==> config.mk <==
export PLATFORM = sky130hd
export DESIGN_NAME = mmio_serial_fifo_flat
export DESIGN_NICKNAME = d
export VERILOG_FILES = /design/src/rtl/mmio_serial_fifo_pkg.sv /design/src/rtl/mmio_serial_fifo_if.sv /design/src/rtl/mmio_serial_fifo_fifo.sv /design/src/rtl/mmio_serial_fifo.sv /design/src/flat_wrapper.sv
export SDC_FILE = /design/constraint.sdc
export NUM_CORES = 1
export LEC_CHECK = 0
export BUFFER_PORTS_ARGS = -buffer_cell sky130_fd_sc_hd__buf_2
export CELL_PAD_IN_SITES_DETAIL_PLACEMENT = 0
export CELL_PAD_IN_SITES_GLOBAL_PLACEMENT = 1
export CORE_AREA = 2 2 205 126
export DETAILED_ROUTE_END_ITERATION = 7
export DIE_AREA = 0 0 207 128
export GPL_TIMING_DRIVEN = 0
export HOLD_SLACK_MARGIN = 0.03
export PLACE_DENSITY = 0.92
export SYNTH_ARGS = -nofsm -noshare
export SYNTH_HDL_FRONTEND = slang
export SYNTH_SLANG_ARGS = --single-unit
==> constraint.sdc <==
create_clock -name CLK -period 7.4 [get_ports CLK]
set_input_delay 0.74 -clock CLK [delete_from_list [all_inputs] [get_ports CLK]]
set_output_delay 0.74 -clock CLK [all_outputs]
set_load 0.01 [all_outputs]
==> src/rtl/mmio_serial_fifo_pkg.sv <==
// Shared definitions for the buffered MMIO serial port: register map,
// STATUS/CTRL bit positions and the TX drain state encoding.
package mmio_serial_fifo_pkg;

  localparam logic [1:0] REG_DATA   = 2'd0;
  localparam logic [1:0] REG_STATUS = 2'd1;
  localparam logic [1:0] REG_CTRL   = 2'd2;
  localparam logic [1:0] REG_THRESH = 2'd3;

  localparam int ST_TX_NOT_FULL  = 0;
  localparam int ST_RX_NOT_EMPTY = 1;
  localparam int ST_RX_OVF       = 2;
  localparam int ST_TX_OVF       = 3;
  localparam int ST_RX_CNT_LSB   = 8;
  localparam int ST_TX_CNT_LSB   = 16;

  localparam int CTRL_RX_EN = 0;
  localparam int CTRL_TX_EN = 1;
  localparam int CTRL_LOOP  = 2;
  localparam logic [2:0] CTRL_RST = 3'b011;

  typedef enum logic [1:0] {
    TX_IDLE = 2'd0,
    TX_SEND = 2'd1,
    TX_GAP  = 2'd2
  } tx_state_e;

endpackage

==> src/rtl/mmio_serial_fifo_if.sv <==
// MMIO access bus between the processor decode and the serial port block.
// Reads return data with valid one cycle after the strobe.
interface mmio_serial_fifo_if #(
  parameter int ADDR_W = 4
);
  logic              oe;
  logic              we;
  logic [ADDR_W-1:0] addr;
  logic [31:0]       wdata;
  logic [31:0]       rdata;
  logic              valid;

  modport master (output oe, we, addr, wdata, input rdata, valid);
  modport slave  (input oe, we, addr, wdata, output rdata, valid);
endinterface

==> src/rtl/mmio_serial_fifo_fifo.sv <==
// Synchronous FIFO with combinational head; pushes onto a full FIFO are dropped
// (even with a same-cycle pop) and pops from an empty FIFO are ignored.
module mmio_sync_fifo #(
  parameter int WIDTH      = 8,
  parameter int DEPTH_LOG2 = 4
) (
  input  logic                  CLK,
  input  logic                  RST_X,
  input  logic                  push,
  input  logic                  pop,
  input  logic [WIDTH-1:0]      din,
  output logic [WIDTH-1:0]      dout,
  output logic [DEPTH_LOG2:0]   count,
  output logic                  full,
  output logic                  empty
);
  localparam int DEPTH = 1 << DEPTH_LOG2;
  localparam int CW    = DEPTH_LOG2 + 1;
  localparam int PW    = DEPTH_LOG2;

  logic [WIDTH-1:0]      mem [DEPTH];
  logic [DEPTH_LOG2-1:0] wr_ptr;
  logic [DEPTH_LOG2-1:0] rd_ptr;
  logic                  push_ok;
  logic                  pop_ok;

  assign full    = (count == CW'(DEPTH));
  assign empty   = (count == '0);
  assign push_ok = push && !full;
  assign pop_ok  = pop && !empty;
  assign dout    = mem[rd_ptr];

  always_ff @(posedge CLK) begin
    if (!RST_X) begin
      wr_ptr <= '0;
      rd_ptr <= '0;
      count  <= '0;
    end else begin
      if (push_ok) wr_ptr <= wr_ptr + PW'(1);
      if (pop_ok)  rd_ptr <= rd_ptr + PW'(1);
      count <= count + CW'(push_ok) - CW'(pop_ok);
    end
  end

  always_ff @(posedge CLK) begin
    if (push_ok) mem[wr_ptr] <= din;
  end
endmodule

==> src/rtl/mmio_serial_fifo.sv <==
// Buffered MMIO serial port: RX/TX FIFOs, sticky overruns, loopback and an RX
// threshold interrupt in front of the existing UART serialiser pair.
module mmio_serial_fifo
  import mmio_serial_fifo_pkg::*;
#(
  parameter int DEPTH_LOG2 = 4,
  parameter int ADDR_W     = 4
) (
  input  logic                 CLK,
  input  logic                 RST_X,
  mmio_serial_fifo_if.slave    bus,
  input  logic [7:0]           rx_data,
  input  logic                 rx_valid,
  output logic [7:0]           tx_data,
  output logic                 tx_we,
  input  logic                 tx_ready,
  output logic                 irq
);
  localparam int CW = DEPTH_LOG2 + 1;

  logic [ADDR_W-1:0] addr_w;
  logic [1:0]        sel;
  logic              rd_acc, wr_acc, w1c;
  logic [2:0]        ctrl;
  logic [DEPTH_LOG2:0] thresh;
  logic              rx_ovf, tx_ovf;
  tx_state_e         state;
  logic              send_lb;

  logic              rx_push, rx_pop, rx_full, rx_empty, ext_push, lb_push;
  logic [7:0]        rx_din, rx_head;
  logic [CW-1:0]     rx_count, rx_cnt_nxt;
  logic              tx_push, tx_pop, tx_full, tx_empty;
  logic [7:0]        tx_head;
  logic [CW-1:0]     tx_count;
  logic [31:0]       status_w, rd_mux;
  logic              unused_bits;

  assign addr_w = bus.addr;
  assign sel    = addr_w[3:2];
  assign rd_acc = bus.oe && !bus.we;
  assign wr_acc = bus.oe && bus.we;
  assign w1c    = wr_acc && (sel == REG_STATUS);
  assign unused_bits = ^{bus.wdata[31:8], addr_w};

  // The loopback byte is the one latched on tx_data while in SEND.
  assign lb_push  = (state == TX_SEND) && send_lb;
  assign ext_push = rx_valid && ctrl[CTRL_RX_EN] && !ctrl[CTRL_LOOP];
  assign rx_push  = lb_push || ext_push;
  assign rx_din   = lb_push ? tx_data : rx_data;
  assign rx_pop   = rd_acc && (sel == REG_DATA);

  assign tx_push = wr_acc && (sel == REG_DATA);
  assign tx_pop  = (state == TX_IDLE) && ctrl[CTRL_TX_EN] && !tx_empty
                   && (tx_ready || ctrl[CTRL_LOOP]);

  mmio_sync_fifo #(.WIDTH(8), .DEPTH_LOG2(DEPTH_LOG2)) u_rx_fifo (
    .CLK(CLK), .RST_X(RST_X), .push(rx_push), .pop(rx_pop), .din(rx_din),
    .dout(rx_head), .count(rx_count), .full(rx_full), .empty(rx_empty)
  );

  mmio_sync_fifo #(.WIDTH(8), .DEPTH_LOG2(DEPTH_LOG2)) u_tx_fifo (
    .CLK(CLK), .RST_X(RST_X), .push(tx_push), .pop(tx_pop), .din(bus.wdata[7:0]),
    .dout(tx_head), .count(tx_count), .full(tx_full), .empty(tx_empty)
  );

  assign rx_cnt_nxt = rx_count + CW'(rx_push && !rx_full) - CW'(rx_pop && !rx_empty);

  always_comb begin
    status_w = '0;
    status_w[ST_TX_NOT_FULL]             = !tx_full;
    status_w[ST_RX_NOT_EMPTY]            = !rx_empty;
    status_w[ST_RX_OVF]                  = rx_ovf;
    status_w[ST_TX_OVF]                  = tx_ovf;
    status_w[ST_RX_CNT_LSB +: 8]         = 8'(rx_count);
    status_w[ST_TX_CNT_LSB +: 8]         = 8'(tx_count);
  end

  always_comb begin
    rd_mux = '0;
    case (sel)
      REG_DATA:   rd_mux = rx_empty ? 32'h8000_0000 : {24'b0, rx_head};
      REG_STATUS: rd_mux = status_w;
      REG_CTRL:   rd_mux = {29'b0, ctrl};
      REG_THRESH: rd_mux = 32'(thresh);
      default:    rd_mux = '0;
    endcase
  end

  always_ff @(posedge CLK) begin
    if (!RST_X) begin
      ctrl      <= CTRL_RST;
      thresh    <= '0;
      rx_ovf    <= 1'b0;
      tx_ovf    <= 1'b0;
      bus.rdata <= '0;
      bus.valid <= 1'b0;
      irq       <= 1'b0;
    end else begin
      bus.valid <= rd_acc;
      if (rd_acc) bus.rdata <= rd_mux;
      if (wr_acc && (sel == REG_CTRL))   ctrl   <= bus.wdata[2:0];
      if (wr_acc && (sel == REG_THRESH)) thresh <= bus.wdata[DEPTH_LOG2:0];
      // A new overrun in the same cycle as its W1C keeps the flag set.
      rx_ovf <= (rx_ovf && !(w1c && bus.wdata[ST_RX_OVF])) || (rx_push && rx_full);
      tx_ovf <= (tx_ovf && !(w1c && bus.wdata[ST_TX_OVF])) || (tx_push && tx_full);
      irq    <= (thresh != '0) && (rx_cnt_nxt >= thresh);
    end
  end

  always_ff @(posedge CLK) begin
    if (!RST_X) begin
      state   <= TX_IDLE;
      tx_data <= '0;
      tx_we   <= 1'b0;
      send_lb <= 1'b0;
    end else begin
      case (state)
        TX_IDLE: if (tx_pop) begin
          tx_data <= tx_head;
          tx_we   <= !ctrl[CTRL_LOOP];
          send_lb <= ctrl[CTRL_LOOP];
          state   <= TX_SEND;
        end
        TX_SEND: begin
          tx_we   <= 1'b0;
          send_lb <= 1'b0;
          state   <= TX_GAP;
        end
        // GAP ignores tx_ready while the UART's ready output catches up.
        TX_GAP:  state <= TX_IDLE;
        default: state <= TX_IDLE;
      endcase
    end
  end
endmodule

==> src/flat_wrapper.sv <==
// flat-port wrapper written by rule: the top's interface ports become plain ports
module mmio_serial_fifo_flat import mmio_serial_fifo_pkg::*;
#(
  parameter int DEPTH_LOG2 = 4,
  parameter int ADDR_W     = 4
)
  (CLK, RST_X, rx_data, rx_valid, tx_data, tx_we, tx_ready, irq, bus_oe, bus_we, bus_addr, bus_wdata, bus_rdata, bus_valid);
  mmio_serial_fifo_if #(.ADDR_W(ADDR_W)) bus_i ();
  input  logic CLK;
  input  logic RST_X;
  input  logic [7:0] rx_data;
  input  logic rx_valid;
  output logic [7:0] tx_data;
  output logic tx_we;
  input  logic tx_ready;
  output logic irq;
  input wire logic [$bits(bus_i.oe)-1:0] bus_oe;
  input wire logic [$bits(bus_i.we)-1:0] bus_we;
  input wire logic [$bits(bus_i.addr)-1:0] bus_addr;
  input wire logic [$bits(bus_i.wdata)-1:0] bus_wdata;
  output wire logic [$bits(bus_i.rdata)-1:0] bus_rdata;
  output wire logic [$bits(bus_i.valid)-1:0] bus_valid;
  assign bus_i.oe = bus_oe;
  assign bus_i.we = bus_we;
  assign bus_i.addr = bus_addr;
  assign bus_i.wdata = bus_wdata;
  assign bus_rdata = bus_i.rdata;
  assign bus_valid = bus_i.valid;
  mmio_serial_fifo #(.DEPTH_LOG2(DEPTH_LOG2), .ADDR_W(ADDR_W)) u_core (.CLK(CLK), .RST_X(RST_X), .bus(bus_i), .rx_data(rx_data), .rx_valid(rx_valid), .tx_data(tx_data), .tx_we(tx_we), .tx_ready(tx_ready), .irq(irq));
endmodule
==> summary.txt, run 1 <==
Clocking
  • Post-CTS sizing: 0
  • CTS buffer count: 29
  • Clock root buffer: clkbuf_16
  • Clock Path Buffers: 3
  • CTS tree: yes
  • Setup Buffers After CTS: 0
  • CTS H-Tree Depth: 1
  • CTS Hold Buffers Added: 0
  • Worst-skew pair later-pin latency: approximately 0.55 ns
  • Clock sink count: between 300 and 400
  • Worst-path clk slew: 0.07 ns

Place
  • Dpl cell area: approximately 14000 sq um
  • Dpl ws: around 3.7 ns
  • Post-DP HPWL: around 20000 microns
  • Buffers on Ports: between 50 and 60
  • Final RePlAce weighted congestion: approximately 0.84

Worst setup path
  • Reg2Reg Depth: 15
  • Critical path startpoint category: register
  • Worst EP required: between 7 and 8 ns
  • CP max stage cell: nor4bb_1
  • Delay-heaviest family, CP: adder cells
  • Worst R2R Start: u_core.u_rx_fifo.count[3]$_SDFF_PN0_
  • Worst reg-to-reg setup slack: ~3.8 ns
  • CP endpoint kind: register
  • CP Max Fanout: 10
  • Reg2reg end: u_core.irq$_SDFF_PN0_
  • Critical path cell sequence: inv_1 -> ha_1 -> nor4bb_1 -> a21oi_2 -> o21ai_0 -> nand2_1 -> ha_1 -> fa_1 -> a21oi_1 -> nor2_1 -> nor2_1 -> xnor2_1 -> ha_1 -> o21ai_0 -> a21oi_1
  • CP Depth: 15
  • Crit path buf inv count: 1
  • Crit-path most repeated cell: ha_1
  • Crit path kind: register to register
  • Critical Path AT: about 4 ns
  • Max incr delay on CP: around 0.71 ns

Logic synthesis
  • Largest area contributor in the synthesized netlist: edfxtp_1
  • EDFF count, synth: approximately 260
  • Syn. warnings: 0
  • Mean Syn Cell Area: 16.0 sq um
  • Synth Flop Type: edfxtp_1
  • Synthesized cell area: around 13000 sq um
  • Seq/Total Area, Yosys: 0.685
  • Share of flip-flops with an asynchronous set or reset: 0
  • Number of synthesized register bits: between 300 and 400
  • Mapped Cells: 836
  • Post-synth cell types: 52
  • Synth area leaders: edfxtp_1 58%, dfxtp_1 11%, mux4_2 9.1%, mux2i_1 3.6%, ha_1 2.4%
  • Top-area cell type share of the netlist area: 0.576

Route
  • Post-DR wirelength/cell: 22.7 microns
  • TritonRoute pass-1 iters: 5
  • DRC violations left: 0
  • Final ANT Viol Nets: 0
  • Vias per std cell: 5.83
  • Vias: ~7500
  • DRT Wirelength: 29100 microns
  • DR iter-0 viols: 893

GRT
  • First-pass GRT wire length: about 44000 microns
  • Initial antenna violation count: 0
  • Vias in the first global route: between 7000 and 8000
  • Largest net degree at the start of global routing: 20
  • Total track usage: 0.223
  • Total grt overflow: 0

Outcome
  • Status: finished clean

Timing
  • FMAX: 279 MHz
  • Final hold violations: 0
  • Skew final: about 0.011 ns
  • Hold Slack: 0.476 ns
  • Setup ws final: ~3.8 ns
  • Slew HR: 0.106
  • Max-slew violation count: 0
  • Tmin final: around 3.6 ns
  • Worst-margin pin slew: about 1.3 ns
  • Setup_tns: 0 ns
  • Final period util: 0.485
  • RSZ-0062 raised after global routing: false
  • # setup viols final: 0

Power and ir drop
  • Peak VDD IR: roughly 180 uV
  • Cell area power density: 290 nW/um^2
  • Flop pwr share: 0.487
  • Leak Pwr: 5.13 nW
  • Switching Power: 1.11 mW
  • Gate power share: 0.152
  • Power, Total: approximately 4.4 mW
  • Clock Power Share: 0.361
  • Int Pwr: between 3 and 4 mW
  • Sw frac: 0.253

Min path
  • Hold Crit Class: register to register
  • Endpoint of the worst hold path: u_core.state[1]$_SDFFE_PN0P_
  • Hold wc startpoint: u_core.state[1]$_SDFFE_PN0P_
  • Hold Path Stages: 1

Floorplanning
  • Die Y: ~130 microns
  • I/O pins: between 90 and 100
  • Die X: 207 microns
  • Die area: 26500 sq um
  • Initial Utilization: 0.539
  • Core region area: 24800 sq um
  • Row cnt: 45

Finish
  • Final net count: approximately 1000
  • Finished Cell Area: ~15000 sq um
  • Share of post-route cells with drive strength above 1: 0.221
  • Antenna cells: 0
  • Area Growth Syn to Fin: 13.1%

Run
  • Number of maximum-capacitance violations: 0
==> synthesized netlist by cell type (2+ instances only) <==
cell      number
buf_4         15
buf_1          2
or3_1          2
o22ai_1        2
a22oi_1       16
a22o_1         6
nor3_1        10
mux2i_1       48
ha_1          26
a21oi_1       18
inv_1         22
o221ai_1       8
a21o_1         2
xor2_1        12
a32oi_1        3
nand3_1       13
fa_1           2
mux4_2        54
dfxtp_1       73
clkbuf_1      27
xnor2_1        7
nor2_1        79
a41oi_1        2
buf_2         11
a221oi_1       3
o21ai_0       14
edfxtp_1     256
nor2b_1        7
nand2_1       29
nor4b_1        2
or2_2          2
mux2_2        15
nand4_1        7
a31oi_1        4
clkinv_1       2
nand2b_1       8
nand3b_1       3
nor4_1         4
and2_1         7
==> worst max path at each step <==
stage	from	endpoint	slack [ns]
floorplan	bus_addr[3]	u_core.irq$_SDFF_PN0_	4.06
global placement	bus_addr[3]	u_core.irq$_SDFF_PN0_	3.72
detailed placement	bus_addr[3]	u_core.irq$_SDFF_PN0_	3.70
CTS	u_core.u_rx_fifo.count[3]$_SDFF_PN0_	u_core.irq$_SDFF_PN0_	3.89
global route	u_core.u_rx_fifo.count[3]$_SDFF_PN0_	u_core.irq$_SDFF_PN0_	3.54
finish	u_core.u_rx_fifo.count[3]$_SDFF_PN0_	u_core.irq$_SDFF_PN0_	3.81
==> per-layer routing <==
metal  vias to the layer above  track usage  wire length (microns)
met4                         0       0.0534                    640
met3                        42       0.0451                   2490
li1                       3377            -                      -
met1                      3747        0.356                  13800
met5                         -            0                      0
met2                       315        0.316                  12200
==> power groups by stage <==
stage	combinational [mW]	clock, mW	sequential (mW)
2_1_floorplan	0.468	0	2.15
3_3_place_gp	0.637	0	2.17
3_5_place_dp	0.656	0	2.17
4_1_cts	0.661	1.60	2.13
5_1_grt	0.739	1.68	2.14
6_report	0.665	1.58	2.13
==> through the flow <==
| step | utilization | cells |
|---|---|---|
| after detailed placement | 0.568 | 1229 |
| final | 0.609 | 1283 |
| after global routing | 0.609 | 1283 |
| after CTS | 0.609 | 1282 |
| after global placement | 0.568 | 1229 |
| after floorplan | - | 848 |
==> sequential cells by signal, indices dropped and copies added (netlist names), 5 cells and up, named ones only <==
signal,count
u_core.u_tx_fifo.mem,128
u_core.thresh,5
u_core.u_rx_fifo.count,5
u_core.u_rx_fifo.mem,128
u_core.bus.rdata,19
u_core.tx_data,8
u_core.u_tx_fifo.count,5
==> area by class of cell <==
type / instances / area (sq um)
Timing Repair Buffer: 53 / 268
Clock buffer: 32 / 757
Clock inverter: 21 / 245
Tap cell: 329 / 412
Inverter: 24 / 90.1
Multi-Input combinational cell: 438 / 3880
Buffer: 57 / 293
Sequential cell: 329 / 9150
Fill cell: 1821 / 9680
==> kinds of logic (layout without fill, tap and decap cells) <==
kind of cell	after synthesis	in the layout	share of synthesized area
other	1	13	0.000281
muxes	117	117	0.140
xor gates and xnor gates	19	19	0.0125
DFF	329	329	0.685
AOI/OAI and AO/OA	80	80	0.0407
adders and majority gates	28	28	0.0274
and+or+nand+nor	181	181	0.0655
buffers and inverters	81	187	0.0287
==> placed cells by master, fill, tap and decap left out, types with 5 or more instances in the layout <==
cell / n
a22oi_1: 16
nor2_1: 79
ha_1: 26
clkinv_2: 9
o221ai_1: 8
a21oi_1: 18
nor2b_1: 7
a22o_1: 6
xor2_1: 12
mux4_2: 54
inv_1: 22
xnor2_1: 7
clkbuf_1: 28
and2_1: 7
nand3_1: 13
mux2i_1: 48
buf_2: 63
clkbuf_16: 29
nor3_1: 6
o21ai_0: 14
bufinv_16: 5
conb_1: 13
nand4_1: 7
nand2_1: 29
edfxtp_1: 256
buf_4: 15
dfxtp_1: 73
nor3_2: 5
mux2_2: 15
nand2b_1: 8
(Power assumes the default switching activity.)
==> run 2: changes to the inputs <==
- ABC_AREA: default -> 1
- CORE_AREA: 2 2 205 126 -> 2 2 226 139
- DIE_AREA: 0 0 207 128 -> 0 0 228 141
- PLACE_DENSITY: 0.92 -> 0.87
- clock period: 7.4 -> 3.6 ns (I/O delays scaled with it)
==> summary.txt, run 2 <==
Logic synthesis
  • EDFF count, synth: 256 (unchanged)
  • Synth area leaders: edfxtp_1 54%, dfxtp_1 10%, nand2_1 6.5%, nand3_1 5.5%, nor2_1 5.2% (was edfxtp_1 58%, dfxtp_1 11%, mux4_2 9.1%, mux2i_1 3.6%, ha_1 2.4%)
  • Mapped Cells: 1420 (was 836)
  • Cell with the most instances after synthesis: edfxtp_1 (unchanged)
  • Commonest cells post-synth: 256 x edfxtp_1, 249 x nand2_1, 199 x nor2_1, 174 x inv_1, 158 x nand3_1 (was 256 x edfxtp_1, 79 x nor2_1, 73 x dfxtp_1, 54 x mux4_2, 48 x mux2i_1)
  • Syn. warnings: 0 (unchanged)
  • Largest area contributor in the synthesized netlist: edfxtp_1 (unchanged)
  • Seq/Total Area, Yosys: 0.641 (was 0.685)
  • Number of synthesized register bits: 329 (unchanged)
  • Mean Syn Cell Area: 10.1 sq um (was 16.0 sq um)
  • Share of flip-flops with an asynchronous set or reset: 0 (unchanged)
  • Post-synth cell types: 37 (was 52)
  • Top-area cell type share of the netlist area: 0.538 (was 0.576)
  • Synth Flop Type: edfxtp_1 (unchanged)
  • Synthesized cell area: 14300 sq um (was 13400 sq um)

Timing
  • RSZ-0062 raised after global routing: false (unchanged)
  • Worst-margin pin slew: 1.05 ns (was 1.33 ns)
  • Tmin final: 3.39 ns (was 3.59 ns)
  • Slew HR: 0.299 (was 0.106)
  • Setup_tns: 0 ns (unchanged)
  • Hold Slack: 0.212 ns (was 0.476 ns)
  • Max-slew violation count: 0 (unchanged)
  • # setup viols final: 0 (unchanged)
  • FMAX: 295 MHz (was 279 MHz)
  • Skew final: 0.0115 ns (was 0.0108 ns)
  • Final period util: 0.941 (was 0.485)
  • Setup ws final: 0.213 ns (was 3.81 ns)
  • Final hold violations: 0 (unchanged)

Finish
  • Commonest non-fill, non-tap cell in the layout: edfxtp_1 (unchanged)
  • Final net count: 1603 (was 1010)
  • Share of post-route cells with drive strength above 1: 0.117 (was 0.221)
  • Area Growth Syn to Fin: 13.5% (was 13.1%)
  • Most frequent cells in the layout: 256 x edfxtp_1, 248 x nand2_1, 199 x nor2_1 (was 256 x edfxtp_1, 79 x nor2_1, 73 x dfxtp_1)
  • Final Util: 0.533 (was 0.609)
  • Top Registers: u_core.u_rx_fifo.mem (128), u_core.u_tx_fifo.mem (128), u_core.bus.rdata (19) (unchanged)

Worst setup path
  • Reg2Reg Depth: 20 (was 15)
  • Worst reg-to-reg setup slack: 0.21 ns (was 3.81 ns)
  • CP max stage cell: fa_1 (was nor4bb_1)
  • Max incr delay on CP: 0.41 ns (was 0.71 ns)
  • Worst R2R Start: u_core.u_rx_fifo.count[2]$_SDFF_PN0_ (was u_core.u_rx_fifo.count[3]$_SDFF_PN0_)
  • Critical Path AT: 3.84 ns (was 4.02 ns)
  • Critical path cell sequence: inv_1 -> ha_1 -> nand4_1 -> nand2_2 -> buf_4 -> nand2_1 -> nand2_1 -> ha_1 -> fa_1 -> nand2_1 -> inv_1 -> nor2_1 -> o21bai_1 -> xor2_1 -> inv_1 -> ha_1 -> a21oi_1 -> o221ai_1 -> a21oi_1 -> nor2_1 (was inv_1 -> ha_1 -> nor4bb_1 -> a21oi_2 -> o21ai_0 -> nand2_1 -> ha_1 -> fa_1 -> a21oi_1 -> nor2_1 -> nor2_1 -> xnor2_1 -> ha_1 -> o21ai_0 -> a21oi_1)
  • Delay-heaviest family, CP: adder cells (unchanged)
  • CP Max Fanout: 4 (was 10)
  • Crit path buf inv count: 4 (was 1)
  • Crit path kind: register to register (unchanged)
  • CP endpoint kind: register (unchanged)
  • Worst EP required: 4.06 ns (was 7.83 ns)
  • Critical path startpoint category: register (unchanged)
  • Reg2reg end: u_core.irq$_SDFF_PN0_ (unchanged)

Floorplanning
  • Core region area: 30400 sq um (was 24800 sq um)
  • Die Y: 141 microns (was 128 microns)
  • Die area: 32100 sq um (was 26500 sq um)
  • Initial Utilization: 0.470 (was 0.539)
  • Row cnt: 50 (was 45)
  • I/O pins: 93 (unchanged)
  • Die X: 228 microns (was 207 microns)

Clocking
  • Clock sink count: 329 (unchanged)
  • Worst-path clk slew: 0.06 ns (was 0.07 ns)
  • CTS H-Tree Depth: 1 (unchanged)
  • Clock Path Buffers: 3 (unchanged)
  • CTS Hold Buffers Added: 0 (unchanged)
  • Clock root buffer: clkbuf_16 (unchanged)
  • CTS buffer count: 31 (was 29)
  • CTS tree: yes (unchanged)
  • Worst-skew pair later-pin latency: 0.58 ns (was 0.55 ns)

Place
  • Buffers on Ports: 53 (was 52)
  • Post-DP HPWL: 28500 microns (was 20300 microns)
  • Final RePlAce weighted congestion: 0.900 (was 0.843)
  • Dpl ws: -0.00728 ns (was 3.70 ns)

Min path
  • Hold Path Stages: 1 (unchanged)
  • Endpoint of the worst hold path: u_core.u_tx_fifo.mem[15][6]$_DFFE_PP_ (was u_core.state[1]$_SDFFE_PN0P_)
  • Hold wc startpoint: bus_wdata[6] (was u_core.state[1]$_SDFFE_PN0P_)
  • Hold Crit Class: input pin to register (was register to register)

Route
  • Vias: 10400 (was 7481)
  • TritonRoute pass-1 iters: 5 (unchanged)
  • DRC violations left: 0 (unchanged)
  • Post-DR wirelength/cell: 20.3 microns (was 22.7 microns)
  • DRT Wirelength: 40000 microns (was 29100 microns)
  • DR iter-0 viols: 1162 (was 893)
  • Vias per std cell: 5.30 (was 5.83)
  • Final ANT Viol Nets: 0 (unchanged)

Power and ir drop
  • Leak Pwr: 6.56 nW (was 5.13 nW)
  • Peak VDD IR: 402 uV (was 175 uV)
  • Cell area power density: 617 nW/um^2 (was 290 nW/um^2)

GRT
  • First-pass GRT wire length: 58600 microns (was 44000 microns)
  • Total track usage: 0.246 (was 0.223)
  • Initial antenna violation count: 0 (unchanged)
  • Largest net degree at the start of global routing: 19 (was 20)
  • Vias in the first global route: 9442 (was 7244)
  • Total grt overflow: 0 (unchanged)

Outcome
  • Status: finished clean (unchanged)

Run
  • Number of maximum-capacitance violations: 0 (unchanged)
-- run 2: final cells by class --
type / count / area [sq um]
fill: 2697 / 14200
sequential: 329 / 9150
multi-input combinational: 845 / 4020
clock buffer: 40 / 830
inverter: 183 / 689
tap: 416 / 520
buffer: 75 / 480
timing repair buffer: 60 / 333
clock inverter: 17 / 181
antenna: 1 / 2.50
-- run 2: metal layers --
layer / global-route usage / vias up / wire (microns)
met1: 0.388 / 5003 / 19300
met5: 0 / - / 0
met3: 0.0659 / 53 / 4070
met4: 0.0475 / 0 / 758
li1: - / 4896 / -
met2: 0.339 / 469 / 15900
-- run 2: kinds of logic after synthesis --
group / share of synthesized area
xor gates and xnor gates: 0.00491
adders and majority gates: 0.0256
AOI/OAI and AO/OA: 0.0627
buffers and inverters: 0.0819
DFF: 0.641
other: 0.000263
and+or+nand+nor: 0.184
-- run 2: through the flow --
| step | std cells | power, mW | instance area, sq um |
|---|---|---|---|
| final | 1966 | 9.99 | 16200 |
| after floorplan | 1432 | 5.96 | 14300 |
| after CTS | 1964 | 9.98 | 16200 |
| after global placement | 1901 | 6.63 | 15100 |
| after global routing | 1965 | 10.4 | 16200 |
| after detailed placement | 1906 | 6.70 | 15200 |
-- run 2: worst reg2reg max path, delay by kind of cell, from the launching register on --
family	cells	cell delay (ns)
adders and majority gates	4	1.18
and+or+nand+nor	7	0.68
AOI/OAI and AO/OA	4	0.50
buffers and inverters	4	0.39
DFF	1	0.37
xor gates and xnor gates	1	0.17
-- run 2: worst max-delay path by stage --
stage	from	to	slack [ns]	depth (start not counted)
after CTS	u_core.u_rx_fifo.count[3]$_SDFF_PN0_	u_core.irq$_SDFF_PN0_	0.07	20
after global placement	u_core.u_rx_fifo.count[3]$_SDFF_PN0_	u_core.irq$_SDFF_PN0_	0.11	20
after global routing	u_core.u_rx_fifo.count[2]$_SDFF_PN0_	u_core.irq$_SDFF_PN0_	0.02	20
after floorplan	u_core.u_rx_fifo.count[3]$_SDFF_PN0_	u_core.irq$_SDFF_PN0_	0.55	20
after detailed placement	u_core.u_rx_fifo.count[3]$_SDFF_PN0_	u_core.irq$_SDFF_PN0_	-0.007	20
final	u_core.u_rx_fifo.count[2]$_SDFF_PN0_	u_core.irq$_SDFF_PN0_	0.21	20
-- run 2: timing repair --
item,CTS,global route
setup endpoints to repair,1,1
pin swaps,1,1
gates resized for setup,0,2
setup buffers,1,1
-- run 2: power by group --
group	total (mW)	internal, mW	switching [mW]
sequential	4.38	4.26	0.118
combinational	2.29	0.787	1.51
clock	3.32	1.90	1.42
total	9.99	6.95	3.04
